===== src/rtl/pong_ball_engine.sv =====
// pong_ball_engine: frame-paced ball mover with paddle collision, speed ramp, pause and re-serve
module pong_ball_engine #(
  parameter int COORD_W            = 9,
  parameter int SCREEN_WIDTH       = 320,
  parameter int SCREEN_HEIGHT      = 240,
  parameter int BALL_SIZE          = 4,
  parameter int PADDLE_HEIGHT      = 48,
  parameter int LEFT_COLLISION     = 10,
  parameter int RIGHT_COLLISION    = 310,
  parameter int FRAME_RATE_COUNT   = 3333332,
  parameter int SPEED_W            = 3,
  parameter int MAX_SPEED          = 4,
  parameter int SERVE_DELAY_FRAMES = 60
) (
  input  logic               clock,
  input  logic               reset_n,
  input  logic [2:0]         in_color,
  input  logic [COORD_W-1:0] paddle_left_y,
  input  logic [COORD_W-1:0] paddle_right_y,
  input  logic               pause,
  input  logic               m_ready,
  output logic               m_valid,
  output logic [COORD_W-1:0] box_x,
  output logic [COORD_W-1:0] box_y,
  output logic [2:0]         out_color,
  output logic [SPEED_W-1:0] ball_speed,
  output logic               left_point,
  output logic               right_point
);
  localparam int CW  = COORD_W + 1;
  localparam int FW  = $clog2(FRAME_RATE_COUNT + 1);
  localparam int SCW = $clog2(SERVE_DELAY_FRAMES + 1);
  localparam logic [COORD_W-1:0] X0 = COORD_W'((SCREEN_WIDTH - BALL_SIZE) / 2);
  localparam logic [COORD_W-1:0] Y0 = COORD_W'((SCREEN_HEIGHT - BALL_SIZE) / 2);
  localparam logic [CW-1:0] B   = CW'(BALL_SIZE);
  localparam logic [CW-1:0] RC  = CW'(RIGHT_COLLISION);
  localparam logic [CW-1:0] LC  = CW'(LEFT_COLLISION);
  localparam logic [CW-1:0] SWD = CW'(SCREEN_WIDTH);
  localparam logic [CW-1:0] SHT = CW'(SCREEN_HEIGHT);
  localparam logic [CW-1:0] PH  = CW'(PADDLE_HEIGHT);

  typedef enum logic [1:0] {S_WAIT_TRANSACTION, S_WAIT_FRAME, S_UPDATE} state_t;

  state_t             state;
  logic [FW-1:0]      frame_cnt;
  logic [SCW-1:0]     serve_cnt;
  logic               vx_left, vy_up, vy_up_next;
  logic [CW-1:0]      x, y, s, nx, pl, pr;
  logic               cross_r, cross_l, hit_r, hit_l, score_l, score_r;
  logic [COORD_W-1:0] x_next, y_next;
  logic [SPEED_W-1:0] speed_inc;

  assign m_valid   = state == S_WAIT_TRANSACTION;
  assign out_color = in_color;

  // next-position candidates, all sums one bit wider than the coordinates so nothing wraps
  always_comb begin
    x          = CW'(box_x);
    y          = CW'(box_y);
    s          = CW'(ball_speed);
    nx         = x + s;
    pl         = CW'(paddle_left_y);
    pr         = CW'(paddle_right_y);
    cross_r    = !vx_left && (x + B <= RC) && (nx + B >= RC);
    cross_l    = vx_left && (x >= LC) && (x <= LC + s);
    hit_r      = cross_r && (y + B > pr) && (y < pr + PH);
    hit_l      = cross_l && (y + B > pl) && (y < pl + PH);
    score_l    = !vx_left && !cross_r && (nx + B >= SWD);
    score_r    = vx_left && !cross_l && (x <= s);
    x_next     = hit_r ? COORD_W'(RC - B) : hit_l ? COORD_W'(LC) : vx_left ? COORD_W'(x - s) : COORD_W'(nx);
    vy_up_next = vy_up ? (y != '0) : (y + B >= SHT);
    y_next     = vy_up_next ? box_y - COORD_W'(1) : box_y + COORD_W'(1);
    speed_inc  = (ball_speed >= SPEED_W'(MAX_SPEED)) ? SPEED_W'(MAX_SPEED) : ball_speed + SPEED_W'(1);
  end

  // handshake / frame-wait / update sequencer owning all ball state
  always_ff @(posedge clock) begin
    if (!reset_n) begin
      state       <= S_WAIT_TRANSACTION;
      box_x       <= X0;
      box_y       <= Y0;
      vx_left     <= 1'b0;
      vy_up       <= 1'b0;
      ball_speed  <= SPEED_W'(1);
      serve_cnt   <= '0;
      frame_cnt   <= '0;
      left_point  <= 1'b0;
      right_point <= 1'b0;
    end else begin
      left_point  <= 1'b0;
      right_point <= 1'b0;
      case (state)
        S_WAIT_TRANSACTION: begin
          frame_cnt <= '0;
          if (m_ready) state <= S_WAIT_FRAME;
        end
        S_WAIT_FRAME: begin
          if (frame_cnt != FW'(FRAME_RATE_COUNT)) frame_cnt <= frame_cnt + FW'(1);
          if (frame_cnt == FW'(FRAME_RATE_COUNT) && !pause) state <= S_UPDATE;
        end
        S_UPDATE: begin
          state <= S_WAIT_TRANSACTION;
          if (serve_cnt != '0) begin
            serve_cnt <= serve_cnt - SCW'(1);
          end else if (score_l || score_r) begin
            left_point  <= score_l;
            right_point <= score_r;
            box_x       <= X0;
            box_y       <= Y0;
            ball_speed  <= SPEED_W'(1);
            serve_cnt   <= SCW'(SERVE_DELAY_FRAMES);
            vx_left     <= score_l;
          end else begin
            box_x <= x_next;
            box_y <= y_next;
            vy_up <= vy_up_next;
            if (hit_r || hit_l) begin
              vx_left    <= hit_r;
              ball_speed <= speed_inc;
            end
          end
        end
        default: state <= S_WAIT_TRANSACTION;
      endcase
    end
  end
endmodule


===== config.mk =====
export PLATFORM = sky130hd
export DESIGN_NAME = pong_ball_engine
export DESIGN_NICKNAME = d
export VERILOG_FILES = /design/src/rtl/pong_ball_engine.sv
export SDC_FILE = /design/constraint.sdc
export NUM_CORES = 1
export LEC_CHECK = 0
export ABC_AREA = 0
export BUFFER_PORTS_ARGS = -buffer_cell sky130_fd_sc_hd__buf_2
export CORE_MARGIN = 2
export CORE_UTILIZATION = 25
export CTS_CLUSTER_DIAMETER = 120
export DETAILED_ROUTE_END_ITERATION = 10
export HOLD_SLACK_MARGIN = 0.1
export PLACE_DENSITY = 0.39
export SKIP_CTS_REPAIR_TIMING = 1
export SLEW_MARGIN = 15
export SYNTH_ARGS = -nofsm -noshare
export SYNTH_HDL_FRONTEND = slang
export SYNTH_SLANG_ARGS = --single-unit

===== constraint.sdc =====
create_clock -name clock -period 5.2 [get_ports clock]
set_clock_uncertainty 0.05 [all_clocks]
set_input_delay 1.04 -clock clock [delete_from_list [all_inputs] [get_ports clock]]
set_output_delay 1.04 -clock clock [all_outputs]
set_load 0.01 [all_outputs]

==> run_results.csv <==
group,metric,value,unit
synthesis,synth_edf_count,0,
timing,slew_headroom,0.356,
drt,firstDrtPassIters,4,
timing,min_period_over_period,0.849,
global_route,grt_usage,0.141,
synthesis,ys_seq_area_frac,0.220,
global_route,grtUsageMet3,0.0179,
timing,tns,0,ps
floorplan,core_area,19500,um2
hold_path,min-delay-start,"frame_cnt[20]$_SDFFE_PN0P_",
synthesis,synth_compound_area_frac,0.216,
finish,utilization,0.288,
critical_path,cp_top_family,"compound AO/OA/AOI/OAI gates",
cts,insertion_delay,300,ps
synthesis,muxShareOfSynthArea,0.00601,
power,total_power,0.956,mW
placed_design,gp_congestion,0.848,
hold_path,hold_class,"reg -> reg",
global_route,use_met1,0.188,
synthesis,synth_top_family_by_area,"simple AND/OR/NAND/NOR gates",
floorplan,fp.dieW,145,um
synthesis,ys_types,71,
critical_path,path_cells,"inv_1 > ha_1 > nand2b_1 > a21o_2 > xnor2_1 > inv_1 > ha_1 > nor4b_1 > nand3_1 > o22ai_1 > or2_1 > o2111ai_1 > o2111ai_1 > and4b_1 > o21ai_0 > a211o_1",
global_route,met2_usage,0.236,
critical_path,arrival,4560,ps
timing,rsz0062_at_grt,"false",
placed_design,placed_area,5460,um2
drt,route.detailed.drc,0,
placed_design,port_buffers,45,
finish,final_cell_mix,"nor2_1 (64), ha_1 (63), dfxtp_1 (55)",
cts,cts_tree,"yes",
floorplan,io_pins,52,
critical_path,cpPeakStageDelay,570,ps
timing,finalSetupViolCount,0,
floorplan,start_util,0.256,
run,cap_violations,0,
finish,final_area,5630,um2
status,status,"finished, final reports clean",
placed_design,place_inst,923,
cts,htree_num_levels,2,
finish,fill_cells,2154,
finish,drive_gt1_frac,0.104,
finish,layout_commonest_cell,"nor2_1",
finish,multi_input_area,3570,um2
critical_path,crit_buf_inv,2,
cts,numClockSinks,55,
synthesis,synth_xor_area_frac,0.0909,
timing,worst_slack,783,ps
power,vdd_ir_drop_max,119,uV
synthesis,syn_avg_cell_area,7.86,um2
synthesis,ys_top_cells_by_area,"dfxtp_1 (22%), ha_1 (16%), nor2_1 (4.8%)",
critical_path,crit_cells,16,
critical_path,critPathSlowestCell,"and4b_1",
synthesis,synth_top_area_share,0.220,
drt,drt_iter0_drc,292,
floorplan,die_area,21100,um2
finish,areaGrowthSynthToFinish,12.5,%
synthesis,synth_nets,727,
synthesis,postSynthCellCount,636,
floorplan,fp.dieH,145,um
critical_path,startpoint_type,"register",
critical_path,r2r_setup_slack,780,ps
drt,wire_per_inst,15.7,um
critical_path,r2r_end,"box_x[7]$_SDFFE_PN1P_",
cts,clock_path_buffers,2,
timing,whs,454,ps
global_route,grt_pass1_wl,24600,um
finish,seqCellArea,1100,um2
cts,clk_pin_slew,70,ps
placed_design,hpwl,11200,um
global_route,antenna_found_initial,0,
synthesis,yosysTopAreaCell,"dfxtp_1",
global_route,grt_max_degree,26,
hold_path,min_to,"frame_cnt[20]$_SDFFE_PN0P_",
timing,slew_viol_final,0,
synthesis,synth_area,5000,um2
finish,finalNetCount,756,
synthesis,ys_ff_latch,55,
global_route,grt.busiest_layer,"met2",
timing,tightestPinTransition,966,ps
global_route,grt_pass1_vias,4769,
power,power_density,170,nW/um2
drt,routed_via_density,4.99,
cts,cts-root-buf,"clkbuf_16",
hold_path,holdPathStages,2,
critical_path,cp_max_fo,15,
synthesis,synth_fa_ha_area_frac,0.170,
timing,hold_viol,0,
synthesis,synth_ff_type,"dfxtp_1",
critical_path,worstReg2RegStart,"ball_speed[1]$_SDFFE_PN0P_",
drt,via_count,4642,
finish,fin_cells,931,
placed_design,pre_cts_slack,787,ps
synthesis,yosys_warnings,0,
finish,antenna_cells,0,
cts,cts_buffers,5,
critical_path,required,5350,ps
timing,fin_crit,4420,ps
floorplan,num_rows,51,
critical_path,reg2regPathDepth,16,
power,leakagePower,2.27,nW
drt,ant_nets,0,
timing,fmax,226,MHz
critical_path,worst-setup-path-type,"reg -> reg",
synthesis,synthSimpleGateAreaFrac,0.232,
critical_path,critPathCaptureType,"register",
drt,wirelength,14600,um
synthesis,async_flop_share,0,
global_route,grt_overflow_total,0,
[how the worst max path moves through the flow]
| stage | start | endpoint | slack, ps |
|---|---|---|---|
| floorplan | ball_speed[1]$_SDFFE_PN0P_ | ball_speed[1]$_SDFFE_PN0P_ | 1410 |
| global placement | ball_speed[1]$_SDFFE_PN0P_ | box_x[7]$_SDFFE_PN1P_ | 900 |
| detailed placement | ball_speed[1]$_SDFFE_PN0P_ | box_x[7]$_SDFFE_PN1P_ | 790 |
| CTS | ball_speed[1]$_SDFFE_PN0P_ | box_x[7]$_SDFFE_PN1P_ | 780 |
| global route | ball_speed[1]$_SDFFE_PN0P_ | box_x[7]$_SDFFE_PN1P_ | 290 |
| finish | ball_speed[1]$_SDFFE_PN0P_ | box_x[7]$_SDFFE_PN1P_ | 780 |
[tightest hold or removal path, cell delays in order, from the launching register on]
cell and delay (ps):
dfxtp_1 330, o21ai_0 70, a21oi_1 60
[power by group]
part | switching [mW] | total, mW | internal, mW | leakage [nW]
clock | 0.164 | 0.393 | 0.230 | 0.0815
sequential | 0.00847 | 0.432 | 0.423 | 0.444
combinational | 0.0732 | 0.131 | 0.0579 | 1.74
total | 0.245 | 0.956 | 0.711 | 2.27
[kinds of logic after synthesis]
kind of cell / Yosys count
DFF: 55
AOI/OAI and AO/OA: 159
xor gates and xnor gates: 51
and+or+nand+nor: 225
buffers and inverters: 77
muxes: 3
adders and majority gates: 66
[state kept, by name, summed over array words and instances, names as in the netlist]
register / flops
ball_speed: 3
state: 2
box_x: 9
right_point: 1
vx_left: 1
vy_up: 1
frame_cnt: 22
serve_cnt: 6
box_y: 9
left_point: 1
[layout make-up]
class,count,area share
Clock inverter,2,0.00690
Timing Repair Buffer,51,0.0480
Sequential cell,55,0.196
Inverter,48,0.0320
Multi-Input combinational cell,504,0.635
Tap cell,265,0.0589
Clock buffer,6,0.0229
[cells in the mapped netlist (all sizes together), types with 5 or more instances]
| cell type | n |
|---|---|
| nor2 | 64 |
| ha | 63 |
| dfxtp | 55 |
| inv | 48 |
| o21ai | 43 |
| nand2 | 41 |
| a21oi | 30 |
| xnor2 | 27 |
| nor3 | 24 |
| xor2 | 24 |
| nand3 | 19 |
| clkbuf | 15 |
| buf | 14 |
| nand4 | 13 |
| a21o | 11 |
| o21a | 10 |
| and3 | 8 |
| nor2b | 7 |
| nand2b | 6 |
| nor4 | 6 |
| or3 | 6 |
| a211o | 5 |
| and4b | 5 |
| o21bai | 5 |
[per-layer routing]
layer | routed length [um] | vias up
li1 | - | 2350
met1 | 7040 | 2204
met2 | 6790 | 71
met3 | 435 | 17
met4 | 312 | 0
met5 | 0 | -
Power figures use the tool's default switching activity.
